==> src/rtl/tomasulo_pkg.sv <==
// Shared types and sizing for the Tomasulo core: reorder buffer entries and the
// common data bus broadcast record.
package tomasulo_pkg;

  localparam int unsigned XLEN       = 32;
  localparam int unsigned REG_ADDR_W = 5;
  localparam int unsigned ROB_DEPTH  = 8;
  localparam int unsigned ROB_TAG_W  = $clog2(ROB_DEPTH);

  typedef struct packed {
    logic                  valid;
    logic                  done;
    logic [REG_ADDR_W-1:0] rd;
    logic [XLEN-1:0]       value;
  } rob_entry_t;

  typedef struct packed {
    logic                 valid;
    logic [ROB_TAG_W-1:0] tag;
    logic [XLEN-1:0]      data;
  } cdb_t;

endpackage

==> src/rtl/reorder_buffer.sv <==
// Circular reorder buffer: allocates tags at dispatch, collects CDB results and
// retires completed entries in program order into the architectural register file.
module reorder_buffer
  import tomasulo_pkg::*;
#(
  parameter int unsigned DEPTH = ROB_DEPTH,
  parameter int unsigned TAG_W = $clog2(DEPTH),
  parameter int unsigned XLEN  = tomasulo_pkg::XLEN
) (
  input  logic                  clk,
  input  logic                  rst_n,
  input  logic                  flush,
  input  logic                  disp_valid,
  input  logic [REG_ADDR_W-1:0] disp_rd,
  output logic                  disp_ready,
  output logic [TAG_W-1:0]      disp_tag,
  input  logic                  cdb_valid,
  input  logic [TAG_W-1:0]      cdb_tag,
  input  logic [XLEN-1:0]       cdb_data,
  input  logic [TAG_W-1:0]      q_tag1,
  input  logic [TAG_W-1:0]      q_tag2,
  output logic                  q_ready1,
  output logic                  q_ready2,
  output logic [XLEN-1:0]       q_data1,
  output logic [XLEN-1:0]       q_data2,
  output logic                  commit_we,
  output logic [REG_ADDR_W-1:0] commit_rd,
  output logic [XLEN-1:0]       commit_data,
  output logic [TAG_W-1:0]      commit_tag,
  output logic                  empty
);

  localparam logic [TAG_W:0] FullCount = (TAG_W+1)'(DEPTH);

  rob_entry_t entries_q [DEPTH];
  rob_entry_t entries_d [DEPTH];

  logic [TAG_W-1:0] head_q, head_d;
  logic [TAG_W-1:0] tail_q, tail_d;
  logic [TAG_W:0]   count_q, count_d;

  logic                  commit_we_q;
  logic [REG_ADDR_W-1:0] commit_rd_q;
  logic [XLEN-1:0]       commit_data_q;
  logic [TAG_W-1:0]      commit_tag_q;

  rob_entry_t head_entry;
  logic       disp_fire;
  logic       commit_fire;

  assign head_entry  = entries_q[head_q];
  assign commit_fire = head_entry.valid & head_entry.done;

  // Readiness looks only at the current count; a same-edge retirement does not help.
  assign disp_ready = (count_q < FullCount);
  assign disp_fire  = disp_valid & disp_ready;
  assign disp_tag   = tail_q;
  assign empty      = (count_q == '0);

  assign q_ready1 = entries_q[q_tag1].valid & entries_q[q_tag1].done;
  assign q_ready2 = entries_q[q_tag2].valid & entries_q[q_tag2].done;
  assign q_data1  = entries_q[q_tag1].value;
  assign q_data2  = entries_q[q_tag2].value;

  assign commit_we   = commit_we_q;
  assign commit_rd   = commit_rd_q;
  assign commit_data = commit_data_q;
  assign commit_tag  = commit_tag_q;

  always_comb begin
    entries_d = entries_q;
    head_d    = head_q;
    tail_d    = tail_q;
    count_d   = count_q;

    if (flush) begin
      for (int i = 0; i < int'(DEPTH); i++) begin
        entries_d[i] = '0;
      end
      head_d  = '0;
      tail_d  = '0;
      count_d = '0;
    end else begin
      // A broadcast to a free slot is stale and must not resurrect it.
      if (cdb_valid && entries_q[cdb_tag].valid) begin
        entries_d[cdb_tag].done  = 1'b1;
        entries_d[cdb_tag].value = cdb_data;
      end
      if (commit_fire) begin
        entries_d[head_q].valid = 1'b0;
        entries_d[head_q].done  = 1'b0;
        head_d = head_q + 1'b1;
      end
      // The tail slot is always free when dispatch fires, so no clash with the above.
      if (disp_fire) begin
        entries_d[tail_q].valid = 1'b1;
        entries_d[tail_q].done  = 1'b0;
        entries_d[tail_q].rd    = disp_rd;
        tail_d = tail_q + 1'b1;
      end
      case ({disp_fire, commit_fire})
        2'b10:   count_d = count_q + 1'b1;
        2'b01:   count_d = count_q - 1'b1;
        default: count_d = count_q;
      endcase
    end
  end

  always_ff @(posedge clk or negedge rst_n) begin
    if (!rst_n) begin
      for (int i = 0; i < int'(DEPTH); i++) begin
        entries_q[i] <= '0;
      end
      head_q  <= '0;
      tail_q  <= '0;
      count_q <= '0;
    end else begin
      entries_q <= entries_d;
      head_q    <= head_d;
      tail_q    <= tail_d;
      count_q   <= count_d;
    end
  end

  // Registered so the register file can sample on the following falling edge.
  always_ff @(posedge clk or negedge rst_n) begin
    if (!rst_n) begin
      commit_we_q   <= 1'b0;
      commit_rd_q   <= '0;
      commit_data_q <= '0;
      commit_tag_q  <= '0;
    end else if (flush) begin
      commit_we_q <= 1'b0;
    end else if (commit_fire) begin
      commit_we_q   <= (head_entry.rd != '0);
      commit_rd_q   <= head_entry.rd;
      commit_data_q <= head_entry.value;
      commit_tag_q  <= head_q;
    end else begin
      commit_we_q <= 1'b0;
    end
  end

endmodule

==> config.mk <==
export PLATFORM = sky130hd
export DESIGN_NAME = reorder_buffer
export DESIGN_NICKNAME = d
export VERILOG_FILES = /design/src/rtl/tomasulo_pkg.sv /design/src/rtl/reorder_buffer.sv
export SDC_FILE = /design/constraint.sdc
export NUM_CORES = 1
export LEC_CHECK = 0
export ABC_AREA = 1
export BUFFER_PORTS_ARGS = -buffer_cell sky130_fd_sc_hd__clkbuf_2
export CORE_UTILIZATION = 40
export CTS_CLUSTER_SIZE = 28
export DETAILED_ROUTE_END_ITERATION = 7
export PLACE_DENSITY = 0.59
export SETUP_SLACK_MARGIN = 0.5
export SLEW_MARGIN = 20
export SYNTH_ARGS = -nofsm -noshare
export SYNTH_HDL_FRONTEND = slang
export SYNTH_SLANG_ARGS = --single-unit
==> constraint.sdc <==
create_clock -name clk -period 2.7 [get_ports clk]
set_input_delay 0.27 -clock clk [delete_from_list [all_inputs] [get_ports clk]]
set_output_delay 0.27 -clock clk [all_outputs]
set_load 0.02 [all_outputs]
* Word-level counts from Yosys, hierarchy flattened
Cells that the tools add are included.
** Cells by class
- Equal/unequal tests :: 2
- Reduce and logical (&&, ||, !) cells :: 10
- Bitwise logic cells :: 10
- $add $sub $neg :: 4
- Multiplexer cells :: 47
- $lt $le $gt $ge :: 9
** Operator list (count)
- bitwise mux 312 bit :: 7
- two-way mux 312 bit :: 6
- demux 39 bit (select 3 bit) :: 7
- binary-select mux 39 bit (select 3 bit) :: 4
- two-way mux 39 bit :: 10
- two-way mux 38 bit :: 3
- two-way mux 37 bit :: 1
- two-way mux 32 bit :: 1
- greater-or-equal comparator 4 bit, second input constant :: 5
- NOT 3 -> 4 bit :: 5
- < comparator 4 x 1 -> 1 bit, second input constant :: 3
- two-way mux 3 bit :: 4
- one-hot mux 4 bit (2 select lines) :: 1
- adder 3 x 1 -> 3 bit, second input constant :: 2
- nonzero test 5 bit :: 1
- adder 4 x 1 -> 4 bit, second input constant :: 1
- bitwise AND 1 bit :: 4
- logical AND 1 bit :: 4
- logical NOT 4 bit :: 1
- < comparator 4 bit, second input constant :: 1
- two-way mux 4 bit :: 1
- nonzero test 2 bit :: 2
- subtractor 4 x 1 -> 4 bit, second input constant :: 1
- nonzero test 3 bit :: 1
- 5 further kinds :: 6
** Storage, ports and cells
- Output and inout bits :: 112
- Register bits after elaboration :: 363
- Input port bits :: 51

* Logic depth before layout (Yosys ltp)
Gate-level depths: netlist of the first run.
- Word-level depth :: 18
- Gate-level depth with buffers :: 18

* Worst setup path after synthesis of the first run
No wires, ideal clock.
- Kind :: reg-to-reg
- Start :: reg head_q[0]
- End :: reg count_q[3]
- Period minus slack after synthesis :: 1.904 ns
- Setup time :: 0.117 ns
- Stages on the path, launching flop included :: 16
- Arrival :: 1.787 ns
- Path slack :: 0.796 ns
- Cells stage by stage :: dfrtp_1 buf_2 nand2_1 nand2_1 nor2_1 nor2_1 nand2_2 nand3_2 inv_2 ha_1 inv_1 nor2_1 nor2_1 nand3_1 nand3_1 nand2_1
** On the way
- Cells in the longest elaborated chain, start to end :: 8
- Elaborated cells on any way between the ends :: 10
- Those cells by class :: eq/ne: 2; mux: 5; bitwise: 2; reduce/logical: 1
** Ends and longest elaborated chain
- start: declaration :: line reorder_buffer.sv:38 : logic [TAG_W-1:0] head_q, head_d;
- start signal: assignment :: line reorder_buffer.sv:114 : head_q <= '0;
- start signal: assignment :: line reorder_buffer.sv:119 : head_q <= head_d;
- NOT 3 -> 4 bit (implied by the code) * :: line reorder_buffer.sv:51 : assign head_entry = entries_q[head_q];
- binary-select mux 39 bit (select 3 bit) * :: line reorder_buffer.sv:51
- two-way mux 39 bit (implied by the code) * (2 in a row) :: line reorder_buffer.sv:51
- bitwise AND 1 bit * :: line reorder_buffer.sv:52 : assign commit_fire = head_entry.valid & head_entry.done;
- == test 2 x 1 -> 1 bit / == test 2 bit (equally long branches) :: line reorder_buffer.sv:101 : case ({disp_fire, commit_fire})
- one-hot mux 4 bit (2 select lines) :: line reorder_buffer.sv:101
- two-way mux 4 bit :: line reorder_buffer.sv:76 : if (flush) begin
- end signal: assignment :: line reorder_buffer.sv:121 : count_q <= count_d;
- end: declaration :: line reorder_buffer.sv:40 : logic [TAG_W:0] count_q, count_d;
Mark *: on every way between the ends. The rest lies on a longest branch, timed or not. The select of a mux whose other input is x is not followed.
A chain may end at the register's enable or synchronous reset.

* Worst setup path after layout of the first run
- Start :: reg head_q[2]
- End :: reg commit_data_q[23] (netlist: commit_data[23])
** On the way
- Cells in the longest elaborated chain, start to end :: 6
** Ends and longest elaborated chain
- NOT 3 -> 4 bit (implied by the code) * :: line reorder_buffer.sv:51
- binary-select mux 39 bit (select 3 bit) * :: line reorder_buffer.sv:51
- two-way mux 39 bit (implied by the code) * (2 in a row) :: line reorder_buffer.sv:51
- bitwise AND 1 bit :: line reorder_buffer.sv:52
- AND reduction 2 bit (no line)
- end signal: assignment :: line reorder_buffer.sv:137 : commit_data_q <= head_entry.value;
- end: declaration :: line reorder_buffer.sv:44 : logic [XLEN-1:0] commit_data_q;
Marks and branches as above.

==> flow_summary.json, run 1 <==
{
  "yosys_warnings": 0,
  "antenna_cells": 0,
  "path_max_fanout": 9,
  "drive_gt1_share_pct": 13.7,
  "clockRootBuffer": "clkbuf_16",
  "synth.distinct_cells": 40,
  "pre_cts_ws_ps": 302,
  "synth_ff_type": "dfrtp_1",
  "min_to": "entries_q[11]",
  "leakagePower_nw": 11.9,
  "dieWidth_microns": 232,
  "gp_congestion": 0.924,
  "outcome": "completed",
  "post-route-cell-area_sq_mm": 0.0247,
  "synth_edf_count": 0,
  "ctsHtreeMaxLevel": 2,
  "cts_sinks": 363,
  "slew_viol_final": 0,
  "max_freq_ghz": 0.449,
  "core_area_sq_mm": 0.0524,
  "clk_path_buf_depth": 3,
  "syn2layout_area_growth_pct": 16.3,
  "path_clk_slew_ps": 60,
  "endpoint_kind": "flop",
  "final_cell_mix": "nand2_1, dfrtp_1, o21ai_0",
  "path_class": "flop to flop",
  "dr.pass1.iters": 8,
  "antenna_found_initial": 2,
  "rsz0062_at_grt": "yes",
  "die_area_sq_mm": 0.0539,
  "fp.dieH_microns": 232,
  "cts_buffers": 44,
  "r2r-start": "head_q[2]",
  "nNetsFinal": 3070,
  "num_vias": 22722,
  "fin_skew_ps": 23.4,
  "ios": 163,
  "grt_max_degree": 76,
  "cts_tree": "yes",
  "grt.total_usage_pct": 34.1,
  "async_flop_share_pct": 100,
  "fin_setup_tns_ps": 0,
  "synth_fp_nets": 2986,
  "arrival_ps": 2700,
  "hp-start": "cdb_data[11]",
  "start_util_pct": 40.4,
  "worst_pin_slew_ps": 814,
  "syn_avg_cell_area_sq_um": 7.23,
  "layout_commonest_cell": "nand2_1",
  "grt_pass1_wl_mm": 138,
  "finalWirelength_mm": 92.7,
  "setup-violations-final": 0,
  "syn_inst": 2931,
  "placed_cell_area_sq_mm": 0.0228,
  "power_density_mw_per_mm2": 558,
  "whs_path_depth": 5,
  "vias_per_cell": 6.08,
  "syn-cell-area_sq_mm": 0.0212,
  "cp-start-kind": "flop",
  "drv_cap": 0,
  "required_ps": 3180,
  "grt_pass1_vias": 21612,
  "ys_seq_area_share_pct": 42.8,
  "drc": 0,
  "finalWorstSetupSlack_ps": 473,
  "finalCritPeriodShare_pct": 82.5,
  "port_buffers": 162,
  "rows": 84,
  "ys_ff_latch": 363,
  "ir_worst_vdd_mv": 0.436,
  "drtAntennaViolNets": 0,
  "grt-ovfl-total": 0,
  "hp-class": "input port to flop",
  "clock_latency_ps": 590,
  "hold_viol_final": 0,
  "period_needed_ps": 2230,
  "drt_iter0_markers": 3101,
  "rr_worst_depth": 9,
  "worstReg2RegEnd": "commit_data[23]",
  "r2r_setup_slack_ps": 470,
  "wl_per_cell_microns": 24.8,
  "slew_headroom_pct": 45.5,
  "hpwl_mm": 56.1
}
-- worst max path at each step --
stage                  startpoint               to  slack, ps  depth (start not counted)
floorplan               head_q[0]       count_q[3]        800                         15
global placement        head_q[1]  commit_data[21]        320                          7
detailed placement      head_q[1]  commit_data[23]        300                          7
CTS                 entries_q[98]      q_data2[20]        500                          7
global route            head_q[0]       count_q[3]        380                         16
finish                  head_q[2]  commit_data[23]        470                          9
-- logic make-up after synthesis --
kind of cell               synth area share, %
and+or+nand+nor                           25.7
AOI/OAI and AO/OA                         21.7
buffers and inverters                     9.48
DFF                                       42.8
adders and majority gates                0.236
-- power by group --
group	internal, mW	switching [mW]	leakage (nW)
sequential	5.51	0.0690	5.03
clock	3.92	2.57	0.760
combinational	0.454	1.22	6.13
-- state kept, by name, summed over array words and instances, names as in the netlist --
signal	flops
count_q	4
commit_tag	3
commit_rd	5
commit_data	32
head_q	3
commit_we	1
disp_tag	3
entries_q	312
-- worst max-delay path, cell delays in order (launching register included) --
cell and delay, ps:
dfrtp_2 470, inv_4 130, nor2_2 60, nand2_1 220
clkinvlp_4 220, buf_4 200, a22oi_1 220, o2111ai_2 320
nand2_1 210, nand2_1 60
-- through the flow --
step           hold slack [ps]  std cells  total power [mW]  util (%)
3_5_place_dp               307       3648              7.27      43.4
3_3_place_gp               304       3648              7.24      43.4
6_report                  93.8       3735              13.7      47.0
5_1_grt                    114       3735              14.1      47.0
4_1_cts                   75.5       3727              13.7      46.6
2_1_floorplan            -25.6       2931              6.54         -
-- repair_timing --
action / in CTS / in global routing
cloned: 0 / 0
pin swaps: 0 / 9
setup buffers: 0 / 8
setup endpoints to repair: 49 / 211
hold buffers: 1 / 0
hold endpoints to repair: 65 / 0
gates resized for setup: 24 / 63
-- layout make-up --
type	count	area (sq um)
clock buffer	59	1290
clock inverter	19	267
fill	5233	27800
inverter	234	940
multi-input combinational	2116	10300
sequential	363	9090
tap	688	861
timing repair buffer	256	1930
-- routing by layer --
| layer | global-route usage (%) | part of all wire [%] | up-vias |
|---|---|---|---|
| li1 | - | - | 10035 |
| met1 | 46.1 | 40 | 10848 |
| met2 | 51.3 | 44 | 1557 |
| met3 | 8.04 | 11 | 282 |
| met4 | 15.5 | 4.4 | 0 |
| met5 | 0 | 0 | - |
-- cell usage after synthesis (25+ instances only) --
cell type    n  area, sq um
a21oi_1    232         1160
a221oi_1    37          324
a22oi_1     25          188
a31oi_1     64          400
buf_2       46          230
clkbuf_1   110          413
dfrtp_1    363         9080
inv_1      210          788
nand2_1    828         3110
nand3_1    270         1350
nor2_1     168          631
o21ai_0    349         1750
o22ai_1     43          269
Note: power is estimated with default switching activity, not from simulation.
==> inputs of run 2 (changes only) <==
- PLACE_DENSITY: 0.59 -> 0.61
- clock period: 2.7 -> 1.8 ns (I/O delays scaled with it)
==> flow_summary.json, run 2 (synthesized netlist as in run 1, its figures left out) <==
{
  "outcome": "complete, but fails checks",
  "failed_checks": "hold timing, setup timing",
  "cp-start-kind": "flop",
  "endpoint_kind": "primary output",
  "port_buffers": 162,
  "grt.total_usage_pct": 37.1,
  "path_clk_slew_ps": 60,
  "ios": 163,
  "setup-violations-final": 379,
  "nNetsFinal": 3450,
  "path_max_fanout": 2,
  "clk_path_buf_depth": 3,
  "core_area_sq_mm": 0.0524,
  "clockRootBuffer": "clkbuf_16",
  "layout_commonest_cell": "nand2_1",
  "dieWidth_microns": 232,
  "rows": 84,
  "gp_congestion": 0.942,
  "cts_buffers": 44,
  "wl_per_cell_microns": 25.5,
  "period_needed_ps": 2090,
  "ir_worst_vdd_mv": 0.620,
  "worstReg2RegEnd": "count_q[0]",
  "start_util_pct": 40.4,
  "cts_sinks": 363,
  "antenna_found_initial": 4,
  "slew_headroom_pct": 14.6,
  "largest_register_ffs": 312,
  "finalWirelength_mm": 105,
  "r2r_setup_slack_ps": -270,
  "leakagePower_nw": 15.4,
  "power.total_mw": 21.5,
  "arrival_ps": 1910,
  "drtAntennaViolNets": 0,
  "grt_pass1_wl_mm": 149,
  "drc": 0,
  "fillers": 4483,
  "drive_gt1_share_pct": 38.9,
  "regMostFlops": "entries_q",
  "fin_skew_ps": 34.9,
  "drt_iter0_markers": 3474,
  "hold_viol_final": 1,
  "multi_input_area_sq_mm": 0.0125,
  "max_freq_ghz": 0.480,
  "drv_cap": 0,
  "worst_pin_slew_ps": 1280,
  "slew_viol_final": 0,
  "die_area_sq_mm": 0.0539,
  "hp-class": "input port to flop",
  "grt_pass1_vias": 23357,
  "dr.pass1.iters": 8,
  "r2r-start": "head_q[2]",
  "rr_worst_depth": 13,
  "hpwl_mm": 62.2,
  "finalCritPeriodShare_pct": 116,
  "crit_end": "q_ready2",
  "hold_ws_ps": -59.0,
  "post-route-cell-area_sq_mm": 0.0320,
  "cts_tree": "yes",
  "power_density_mw_per_mm2": 671,
  "num_vias": 25418,
  "path_class": "flop to primary output",
  "register_area_sq_mm": 0.00909,
  "ctsHtreeMaxLevel": 2,
  "clock_latency_ps": 610,
  "required_ps": 1620,
  "final_cell_mix": "nand2_1, dfrtp_1, buf_4",
  "pre_cts_ws_ps": -264,
  "syn2layout_area_growth_pct": 51.1,
  "rsz0062_at_grt": "yes",
  "finalWorstSetupSlack_ps": -285,
  "ctsHoldBuffers": 5,
  "vias_per_cell": 6.17,
  "grt-ovfl-total": 0,
  "fp.dieH_microns": 232,
  "grt_max_degree": 64,
  "placed_cell_area_sq_mm": 0.0250,
  "cp-startpoint": "entries_q[311]"
}
[run 2: cell types whose count changed in the layout (fill, tap and decap cells not counted), moves of 56 or more]
cell,change
a21oi_2,+90
buf_12,+73
o21ai_0,-258
nand2_1,-201
o21ai_1,+221
inv_2,+56
buf_4,+219
nand2_2,+152
nand3_2,+63
clkbuf_2,-57
a21oi_1,-90
inv_1,-58
nand3_1,-68
[run 2: metal layers]
layer	GRT usage (%)	vias to the layer above	wire length, microns
met5	0	-	0
met4	19.3	0	6830
met3	8.26	479	12700
met2	55.8	1878	45700
met1	49.6	12201	39800
li1	-	10860	-
[run 2: how the worst min path moves through the flow]
stage	start	to	slack (ps)	cells past startpoint
final	disp_valid	disp_tag[1]	-60	3
after global routing	disp_valid	disp_tag[1]	-50	3
after CTS	disp_valid	disp_tag[1]	-80	3
after detailed placement	rst_n	entries_q[162]	160	1
after global placement	rst_n	commit_data[11]	170	1
after floorplan	rst_n	commit_data[0]	-120	0
[run 2: critical path, cell delays in order (launching register included)]
cell      delay [ps]
dfrtp_1          420
buf_6            140
nand2_2           50
inv_2             40
o21ai_1          130
o22ai_1          120
o21ai_2          190
inv_1             60
clkbuf_4         160
[run 2: where the power goes]
group          leakage [nW]  total (mW)  switching, mW  internal [mW]
combinational          9.56        3.34           2.15           1.19
sequential             5.04        8.37          0.108           8.26
clock                 0.765        9.79           3.87           5.92
[run 2: timing repair]
action,CTS,global route
setup buffers,123,79
cloned,14,12
pin swaps,175,215
setup endpoints to repair,469,472
resized for setup,590,565
endpoints found under the hold margin,270,1
[run 2: per-stage QoR]
stage	utilization (%)	std cells	setup TNS (ps)	hold WS [ps]
after detailed placement	47.7	3804	-13390	163
after CTS	56.1	4026	-25410	-78.7
after global routing	61.1	4120	-72260	-51.6
final	61.1	4120	-52740	-59.0
after floorplan	-	2931	-11.8	-116
after global placement	47.7	3804	-9500	166
[run 2: cell type report]
cell class	instances	area share (%)
multi-input combinational	2116	39.1
sequential	363	28.4
timing repair buffer	633	21.5
clock buffer	65	4.22
inverter	234	3.23
tap	688	2.69
clock inverter	15	0.691
timing repair inverter	3	0.187
antenna	3	0.0234
